`src/rtl/sonar_wb_interconnect.sv`:
```
// ---------------------------------------------------------------------------
// sonar_wb_interconnect
//
// Wishbone slave-side controller that sits between the caravel management
// Wishbone port and NSLV internal SonarOnChip peripherals. It decodes the
// address window, runs exactly one transaction at a time towards one
// peripheral, and returns a registered ack plus read data to the master.
// Requests outside the window are acknowledged at once with zero data.
//
// Optional feature (macro SONAR_WBIC_TIMEOUT_EN): a BUSY-cycle counter that
// forcibly terminates a transaction to a hung peripheral after TIMEOUT
// cycles, returning ERR_DATA and pulsing timeout_o. Without the macro a
// transaction waits for the peripheral indefinitely and timeout_o is 0.
//
// Ports
//   wb_clk_i            clock
//   wb_rst_i            synchronous active-high reset
//   wbs_cyc_i/stb_i     master cycle / strobe
//   wbs_we_i            master write enable
//   wbs_sel_i  [3:0]    master byte selects
//   wbs_adr_i  [31:0]   master address
//   wbs_dat_i  [31:0]   master write data
//   wbs_ack_o           registered ack, one cycle per transaction
//   wbs_dat_o  [31:0]   registered read data
//   slv_cyc_o  [NSLV]   one-hot per-peripheral cycle
//   slv_stb_o  [NSLV]   one-hot per-peripheral strobe
//   slv_we_o, slv_sel_o, slv_adr_o, slv_dat_o   latched shared request
//   slv_ack_i  [NSLV]   per-peripheral ack
//   slv_dat_i  [32*NSLV] per-peripheral read data, slave k at [32k +: 32]
//   timeout_o           one-cycle pulse on forced termination
// ---------------------------------------------------------------------------
module sonar_wb_interconnect #(
    parameter int          IDX_W    = 2,
    parameter logic [15:0] BASE_HI  = 16'h3000,
    parameter int          IDX_LSB  = 8,
    parameter int          TIMEOUT  = 16,
    parameter logic [31:0] ERR_DATA = 32'hBADC0DE5,
    localparam int         NSLV     = 2**IDX_W
) (
    input  logic                 wb_clk_i,
    input  logic                 wb_rst_i,
    input  logic                 wbs_cyc_i,
    input  logic                 wbs_stb_i,
    input  logic                 wbs_we_i,
    input  logic [3:0]           wbs_sel_i,
    input  logic [31:0]          wbs_adr_i,
    input  logic [31:0]          wbs_dat_i,
    output logic                 wbs_ack_o,
    output logic [31:0]          wbs_dat_o,
    output logic [NSLV-1:0]      slv_cyc_o,
    output logic [NSLV-1:0]      slv_stb_o,
    output logic                 slv_we_o,
    output logic [3:0]           slv_sel_o,
    output logic [31:0]          slv_adr_o,
    output logic [31:0]          slv_dat_o,
    input  logic [NSLV-1:0]      slv_ack_i,
    input  logic [32*NSLV-1:0]   slv_dat_i,
    output logic                 timeout_o
);

    typedef enum logic [1:0] {
        S_IDLE = 2'd0,
        S_BUSY = 2'd1,
        S_DONE = 2'd2
    } state_t;

    state_t state_q, state_d;

    // Latched request fields and response registers
    logic [IDX_W-1:0] idx_q, idx_d;
    logic             we_q, we_d;
    logic [3:0]       sel_q, sel_d;
    logic [31:0]      adr_q, adr_d;
    logic [31:0]      wdat_q, wdat_d;
    logic [NSLV-1:0]  stb_q, stb_d;
    logic             ack_q, ack_d;
    logic [31:0]      rdat_q, rdat_d;

    logic             req;
    logic             hit;
    logic             sel_ack;
    logic             tmo_hit;
    logic [NSLV-1:0]  idx_dec;
    logic [31:0]      slv_rdata [NSLV];

    assign req = wbs_cyc_i & wbs_stb_i;
    assign hit = (wbs_adr_i[31:16] == BASE_HI);

    // Per-slave read-data view and one-hot decode of the latched index
    genvar gi;
    generate
        for (gi = 0; gi < NSLV; gi++) begin : g_slv
            assign slv_rdata[gi] = slv_dat_i[32*gi +: 32];
            assign idx_dec[gi]   = (idx_q == IDX_W'(gi));
        end
    endgenerate

    // Only the selected slave's ack counts, and only once it is strobed.
    assign sel_ack = slv_ack_i[idx_q] & stb_q[idx_q];

`ifdef SONAR_WBIC_TIMEOUT_EN
    logic [7:0] cnt_q, cnt_d;
    logic       tmo_q, tmo_d;

    // Ack in the terminal count cycle wins over the timeout.
    assign tmo_hit   = (cnt_q == 8'(TIMEOUT - 1)) && !sel_ack;
    assign timeout_o = tmo_q;

    always_comb begin
        cnt_d = cnt_q;
        tmo_d = 1'b0;
        if (state_q == S_IDLE && req && hit) begin
            cnt_d = 8'd0;
        end else if (state_q == S_BUSY) begin
            cnt_d = cnt_q + 8'd1;
            tmo_d = tmo_hit;
        end
    end

    always_ff @(posedge wb_clk_i) begin
        if (wb_rst_i) begin
            cnt_q <= 8'd0;
            tmo_q <= 1'b0;
        end else begin
            cnt_q <= cnt_d;
            tmo_q <= tmo_d;
        end
    end
`else
    assign tmo_hit   = 1'b0;
    assign timeout_o = 1'b0;
`endif

    // ---------------- state register ----------------
    always_ff @(posedge wb_clk_i) begin
        if (wb_rst_i) begin
            state_q <= S_IDLE;
        end else begin
            state_q <= state_d;
        end
    end

    // ---------------- next-state logic ----------------
    always_comb begin
        state_d = state_q;
        case (state_q)
            S_IDLE: begin
                if (req) begin
                    state_d = hit ? S_BUSY : S_DONE;
                end
            end
            S_BUSY: begin
                if (sel_ack || tmo_hit) begin
                    state_d = S_DONE;
                end
            end
            S_DONE:  state_d = S_IDLE;
            default: state_d = S_IDLE;
        endcase
    end

    // ---------------- output / datapath next-state logic ----------------
    // The shared request fields are latched on the accepting edge and the
    // strobe follows one cycle later, so peripherals always see address,
    // data and selects settled for a full cycle before their strobe.
    always_comb begin
        idx_d  = idx_q;
        we_d   = we_q;
        sel_d  = sel_q;
        adr_d  = adr_q;
        wdat_d = wdat_q;
        stb_d  = stb_q;
        ack_d  = 1'b0;
        rdat_d = rdat_q;
        case (state_q)
            S_IDLE: begin
                if (req) begin
                    if (hit) begin
                        idx_d  = wbs_adr_i[IDX_LSB +: IDX_W];
                        we_d   = wbs_we_i;
                        sel_d  = wbs_sel_i;
                        adr_d  = wbs_adr_i;
                        wdat_d = wbs_dat_i;
                    end else begin
                        ack_d  = 1'b1;
                        rdat_d = 32'd0;
                    end
                end
            end
            S_BUSY: begin
                if (stb_q == '0) begin
                    // First BUSY cycle: raise the strobe for the chosen slave.
                    stb_d = idx_dec;
                end else if (sel_ack) begin
                    stb_d  = '0;
                    ack_d  = 1'b1;
                    rdat_d = we_q ? 32'd0 : slv_rdata[idx_q];
                end else if (tmo_hit) begin
                    stb_d  = '0;
                    ack_d  = 1'b1;
                    rdat_d = ERR_DATA;
                end
            end
            default: begin
            end
        endcase
    end

    always_ff @(posedge wb_clk_i) begin
        if (wb_rst_i) begin
            idx_q  <= '0;
            we_q   <= 1'b0;
            sel_q  <= 4'd0;
            adr_q  <= 32'd0;
            wdat_q <= 32'd0;
            stb_q  <= '0;
            ack_q  <= 1'b0;
            rdat_q <= 32'd0;
        end else begin
            idx_q  <= idx_d;
            we_q   <= we_d;
            sel_q  <= sel_d;
            adr_q  <= adr_d;
            wdat_q <= wdat_d;
            stb_q  <= stb_d;
            ack_q  <= ack_d;
            rdat_q <= rdat_d;
        end
    end

    assign wbs_ack_o = ack_q;
    assign wbs_dat_o = rdat_q;
    assign slv_cyc_o = stb_q;
    assign slv_stb_o = stb_q;
    assign slv_we_o  = we_q;
    assign slv_sel_o = sel_q;
    assign slv_adr_o = adr_q;
    assign slv_dat_o = wdat_q;

endmodule

```
`config.mk`:
```
export PLATFORM = sky130hd
export DESIGN_NAME = sonar_wb_interconnect
export DESIGN_NICKNAME = d
export VERILOG_FILES = /design/src/rtl/sonar_wb_interconnect.sv
export SDC_FILE = /design/constraint.sdc
export NUM_CORES = 1
export LEC_CHECK = 0
export BUFFER_PORTS_ARGS = -buffer_cell sky130_fd_sc_hd__buf_2
export CORE_AREA = 2 2 123 125
export CTS_CLUSTER_SIZE = 20
export DETAILED_ROUTE_END_ITERATION = 16
export DIE_AREA = 0 0 125 127
export PLACE_DENSITY = 0.68
export SYNTH_ARGS = -nofsm -noshare
export SYNTH_HDL_FRONTEND = slang
export SYNTH_SLANG_ARGS = --single-unit
```
`constraint.sdc`:
```
create_clock -name wb_clk_i -period 1.9 [get_ports wb_clk_i]
set_input_delay 0.095 -clock wb_clk_i [delete_from_list [all_inputs] [get_ports wb_clk_i]]
set_output_delay 0.095 -clock wb_clk_i [all_outputs]
set_load 0.005 [all_outputs]
```
==> After elaboration in Yosys (flattened, before gate mapping) <==
Cells that the tools add are included.
{ "word_totals": {"reg_bits": 110, "latchBits": 0, "ramBits": 0, "rom_bits": 0, "output_inout_bits": 111, "elab_cells": 56, "memories": 0} }
{ "op_classes": {"n_addsub": 0, "n_mul": 0, "div_mod_pow": 0, "order_cmp": 2, "eq_ne": 9, "shifts": 0, "mux": 24, "bitwise_logic": 3, "n_reduce_logical": 9} }
{ "op_table": {"columns": ["op", "count"], "rows": [
  ["two-way mux 32 bit", 7],
  ["binary-select mux 32 bit (select 2 bit)", 1],
  ["case mux 32 bit (2 select lines)", 1],
  ["equality test 16 x 14 -> 1 bit, second input constant", 1],
  ["two-way mux 4 bit", 2],
  ["!= test 2 bit, second input constant", 4],
  ["two-way mux 1 bit", 6],
  ["two-way mux 2 bit", 3],
  ["AND reduction 5 bit", 1],
  ["binary-select mux 1 bit (select 2 bit)", 2],
  ["equality test 2 x 1 -> 1 bit, second input constant", 2],
  ["equality test 2 bit, second input constant", 2],
  ["zero test 2 bit", 2],
  ["zero test 4 bit", 1],
  ["case mux 2 bit (2 select lines)", 1],
  ["AND reduction 2 bit", 2],
  ["nonzero test 2 bit", 2],
  ["greater-or-equal comparator 3 bit, second input constant", 1],
  ["< comparator 2 x 3 -> 1 bit, second input constant", 1],
  ["inverter 2 -> 3 bit", 1],
  ["AND reduction 3 bit", 1],
  ["AND 1 bit", 2],
  ["case mux 1 bit (2 select lines)", 1]
]} }

==> Longest topological paths before layout <==
{ "logic_depth": {"depth_word": 8, "ltp_mapped": 8, "mapped_depth_nobuf": 5} }

==> Worst setup path before layout <==
Ideal clock, no wire load.
{ "synth_path": {"kind": "reg2reg", "start": "reg state_q[0]", "end": "reg idx_q[0]", "setup_time_ns": 0.128, "arrival_time_ns": 1.690, "required_ns": 1.772, "path_slack_ns": 0.082, "stages_incl_launch_ff": 8, "path_buffers": 2, "synth_period_minus_slack_ns": 1.818, "path_cell_list": "dfxtp_1 -> nor4_1 -> nand4_1 -> nor4_4 -> buf_6 -> buf_12 -> mux2i_1 -> nor2_1"} }
{ "synth_between": {"elab_chain_len": 2} }
{ "synth_lines": {"columns": ["item", "line_no", "source"], "rows": [
  ["from (decl)", "67", "state_t state_q, state_d;"],
  ["from (signal assigned)", "139", "state_q <= state_d;"],
  ["zero test 2 bit", "175", "case (state_q)"],
  ["AND reduction 3 bit (no line)", null, null],
  ["to (signal assigned)", "220", "idx_q <= idx_d;"],
  ["to (decl)", "70", "logic [IDX_W-1:0] idx_q, idx_d;"]
]} }
Every way passes these cells.
A chain may end at the register's enable or synchronous reset.

==> Final worst setup path <==
{ "layout_path": {"start": "reg state_q[0]", "end": "reg wdat_q[23], in the netlist slv_dat_o[23]"} }
{ "layout_between": {"elab_chain_len": 2} }
{ "layout_lines": {"columns": ["item", "line_no", "source"], "rows": [
  ["zero test 2 bit", "175", null],
  ["AND reduction 3 bit (no line)", null, null],
  ["to (signal assigned)", "224", "wdat_q <= wdat_d;"],
  ["to (decl)", "74", "logic [31:0] wdat_q, wdat_d;"]
]} }
Every way passes these cells.

==> results by stage <==
Run status:
- The flow ran to the end, and the final reports show no timing, DRC or antenna violations.

Global route:
- The number of antenna violations at the first check in global routing came to 1.
- For this run, the total global-route usage over all layers was measured as 0.192.
- The total grt overflow is 0.
- The pin count of the biggest net entering global routing is 66.
- The wire length of the first global-routing pass is 24.3 mm.
- The number of global-route vias before repair is 4,783.

Floorplan:
- In this run the core area contains 44 standard-cell rows.
- The die covers approximately 0.016 mm^2.
- The starting density of the core is 0.336.
- The floorplan die height is about 130 um.
- The die is about 130 um wide.
- The count of pins on the block boundary is 316.
- In this run the standard cell core region covers 0.0144 mm^2.

Run:
- The tool flagged a number of max-cap violations equal to 0.

Route:
- The final routed wire length divided by cell count is 15.7 um.
- Using the TritonRoute via totals, the vias-per-cell ratio works out to approximately 4.6.
- The first-pass iteration count of the detailed router is 4.
- The number of antenna-violating nets in the routed design is 0.
- The wire length after detailed routing is 15.6 mm.
- The count of unresolved DRC violations after routing is 0.
- The total via count in the routed design is 4,559.
- For this block, the initial DRC count from the detailed router was about 160.

Timing:
- Setup repair after global routing could not meet its margin everywhere.
- The final cycle utilization of the critical path is 0.956.
- The max-slew violation count is 0.
- The achievable clock frequency is 551 MHz.
- Setup violations remaining at the end of the flow were counted as 0.
- The worst hold margin is 34.0 ps.
- On the final layout, the worst clock skew is about 7.3 ps.
- The final critical delay including setup and external delays is 1820 ps.
- The number of hold-slack violations in the final timing report is 0.
- The worst-margin pin slew is 659 ps.
- The relative max-transition margin is 0.559.

Power:
- The power density over cell area is between 500 and 600 mW/mm^2.
- The internal cell power is 3.46 mW.
- The clock share of power is 0.390.
- The relative contribution of combinational cells to total power is 0.102.
- The leakage component of the power is ~3.5 nW.
- The worst IR drop on VDD is 0.637 mV.
- The net switching component of the power is 1.01 mW.
- The switching part of the total power is 0.225.
- Of the total power, registers draw 0.507.

Clock network:
- The clock passes through at most 2 buffers.
- The clock reaches the later pin of the worst-skew pair after 350 ps.
- The clock-pin transition on the worst setup and hold timing paths is approximately 80 ps.
- The TritonCTS clock tree is done.
- In this run the number of H-tree levels came out at 3.
- The clock buffer count from CTS is 9.
- Counting every sink on the clock net gives 108.
- The tree is rooted in a clkbuf_16.

Synth:
- In the post-synthesis netlist, the cell with the most instances is dfxtp_1.
- For this run, the number of Yosys warnings is 0.
- The number of nets in the synthesized netlist is 641.
- The most instantiated flip-flop cell in the synthesis netlist is dfxtp_1.
- After synthesis, the mean cell area works out to 11.1 um^2.
- After technology mapping, the gate count stands at 436.
- The synthesized netlist contains 29 unique library cells.
- By area the synthesized netlist is led by dfxtp_1 (45%), mux2i_1 (18%), mux4_2 (15%), nor2_1 (5.4%), nand2b_1 (4.1%).
- The largest total area in the synthesized netlist belongs to dfxtp_1.
- Of the post-synthesis cell area, the dominant cell type holds 0.446.
- In this run, synthesis inferred 0 flip-flops with an integrated enable.
- In this run the cell area of the synthesized design comes to 0.00485 mm^2.
- Ranked by instance count, the synthesized netlist is headed by dfxtp_1 (108), mux2i_1 (85), nor2_1 (70).
- Counting flops with an async set or reset pin after synthesis yields a share of 0.
- The post-synthesis register bit count is 108.
- Of the synthesized area, sequential elements account for 0.446.

Setup path:
- The setup path with the least slack is of type reg2reg.
- STA puts the critical path data arrival time at 2050 ps.
- The biggest fanout along the worst timing path is 5.
- The critical path's slowest cell is dfxtp_2.
- The maximum cell stage delay along the critical path is 350 ps.
- The signal on the critical path passes through nor4_4 > nand4_1 > nor4_4 > buf_12 > buf_12 > buf_4 > mux2i_2 > nor2_1.
- STA classifies the critical path endpoint as a flip-flop.
- The required time of the worst setup path is 2130 ps.
- The startpoint type of the worst setup path is a flip-flop.

Finish:
- The finished layout holds between 900 and 1,000 standard cells, fillers aside.
- The final antenna diode count is 0.
- Relative to the synthesized area, the layout overhead comes to 55.8%.
- In the final layout, the share of cells above drive strength 1 is 0.496.
- The final layout contains approximately 1,000 nets.

Place:
- The final RePlAce weighted congestion is about 0.8.
- The number of cells after detailed placement is 922.
- The detailed-placement wirelength estimate is 11.1 mm.
- Buffers placed on the I/O ports in this run total 314.

Hold path:
- The class of the most critical hold timing path is in2reg.
[cell type report]
| cell class | instances | area [um^2] |
|---|---|---|
| Fill cell | 1323 | 6860 |
| Inverter | 1 | 3.75 |
| Sequential cell | 108 | 2170 |
| Clock buffer | 10 | 229 |
| Multi-Input combinational cell | 290 | 2470 |
| Tap cell | 184 | 230 |
| Clock inverter | 5 | 37.5 |
| Timing Repair Buffer | 394 | 2420 |
[final timing paths]
path / startpoint / cells after the start / slack, ps / endpoint
worst max register to register: state_q[0] / 8 / 80 / slv_dat_o[23]
worst min register to register: slv_adr_o[24] / 1 / 450 / slv_adr_o[24]
worst max-delay path: state_q[0] / 8 / 80 / slv_dat_o[23]
worst min-delay path: wbs_adr_i[7] / 3 / 30 / slv_adr_o[7]
[power by group through the flow]
stage	clock network (mW)	logic [mW]	registers, mW
2_1_floorplan	0	0.130	2.32
3_3_place_gp	0	0.363	2.32
3_5_place_dp	0	0.368	2.32
4_1_cts	1.82	0.453	2.27
5_1_grt	1.88	0.496	2.26
6_report	1.74	0.456	2.27
[layout by cell type (no fill, tap or decap), drive strengths merged, types with 2 or more instances in the layout]
| cell | Yosys | final |
|---|---|---|
| a22oi | 2 | 2 |
| a32oi | 2 | 2 |
| and2 | 14 | 14 |
| buf | 21 | 342 |
| clkbuf | 16 | 10 |
| clkinvlp | 0 | 2 |
| dfxtp | 108 | 108 |
| dlygate4sd3 | 0 | 52 |
| inv | 1 | 3 |
| mux2i | 85 | 85 |
| mux4 | 32 | 32 |
| nand2 | 34 | 34 |
| nand2b | 32 | 32 |
| nand4 | 3 | 3 |
| nand4b | 2 | 2 |
| nor2 | 70 | 70 |
| nor3 | 2 | 2 |
| nor4 | 3 | 3 |
[layer usage]
layer,wire length [um],vias up,part of all wire,global-route usage
met3,1120,21,0.072,0.0578
met2,8070,189,0.52,0.356
met1,6090,2106,0.39,0.211
li1,-,2243,-,-
met5,0,-,0,0
met4,282,0,0.018,0.0575
[what timing repair did]
item | in CTS | in global routing
hold buffers | 52 | 0
buffers inserted | 0 | 3
setup endpoints to repair | 40 | 62
resized for setup | 0 | 11
pin swaps | 2 | 3
endpoints found under the hold margin | 52 | 0
gates cloned | 0 | 0
[critical path: cells and delay by family (launching register included)]
| family | cells | cell delay [ps] |
|---|---|---|
| AND/OR/NAND/NOR | 4 | 710 |
| flip-flops | 1 | 350 |
| multiplexers | 1 | 240 |
| buffers and inverters | 3 | 410 |
[cells by family (layout without fill, tap and decap cells)]
kind of cell,Yosys count,count (layout),synth area share
other cells,1,1,0.000773
mux,117,117,0.324
buf+inv,38,410,0.0536
simple gates,167,167,0.168
flops,108,108,0.446
compound gates,5,5,0.00773
[through the flow]
stage / setup slack [ps] / instance area [um^2] / total power, mW / utilization / setup TNS (ps)
floorplan: 82.3 / 4850 / 2.45 / - / 0
global placement: 25.2 / 6700 / 2.68 / 0.464 / 0
detailed placement: -36.0 / 6700 / 2.69 / 0.464 / -138
CTS: 73.9 / 7480 / 4.54 / 0.519 / 0
global route: -57.2 / 7560 / 4.64 / 0.524 / -222
finish: 83.6 / 7560 / 4.46 / 0.524 / 0
[sequential cells by signal, indices dropped and copies added, names as in the netlist]
signal,flops
slv_dat_o,32
wbs_dat_o,32
slv_adr_o,31
slv_cyc_o,4
slv_sel_o,4
state_q,2
idx_q,1
slv_we_o,1
wbs_ack_o,1
No activity file was read; power rests on OpenSTA's default activity.
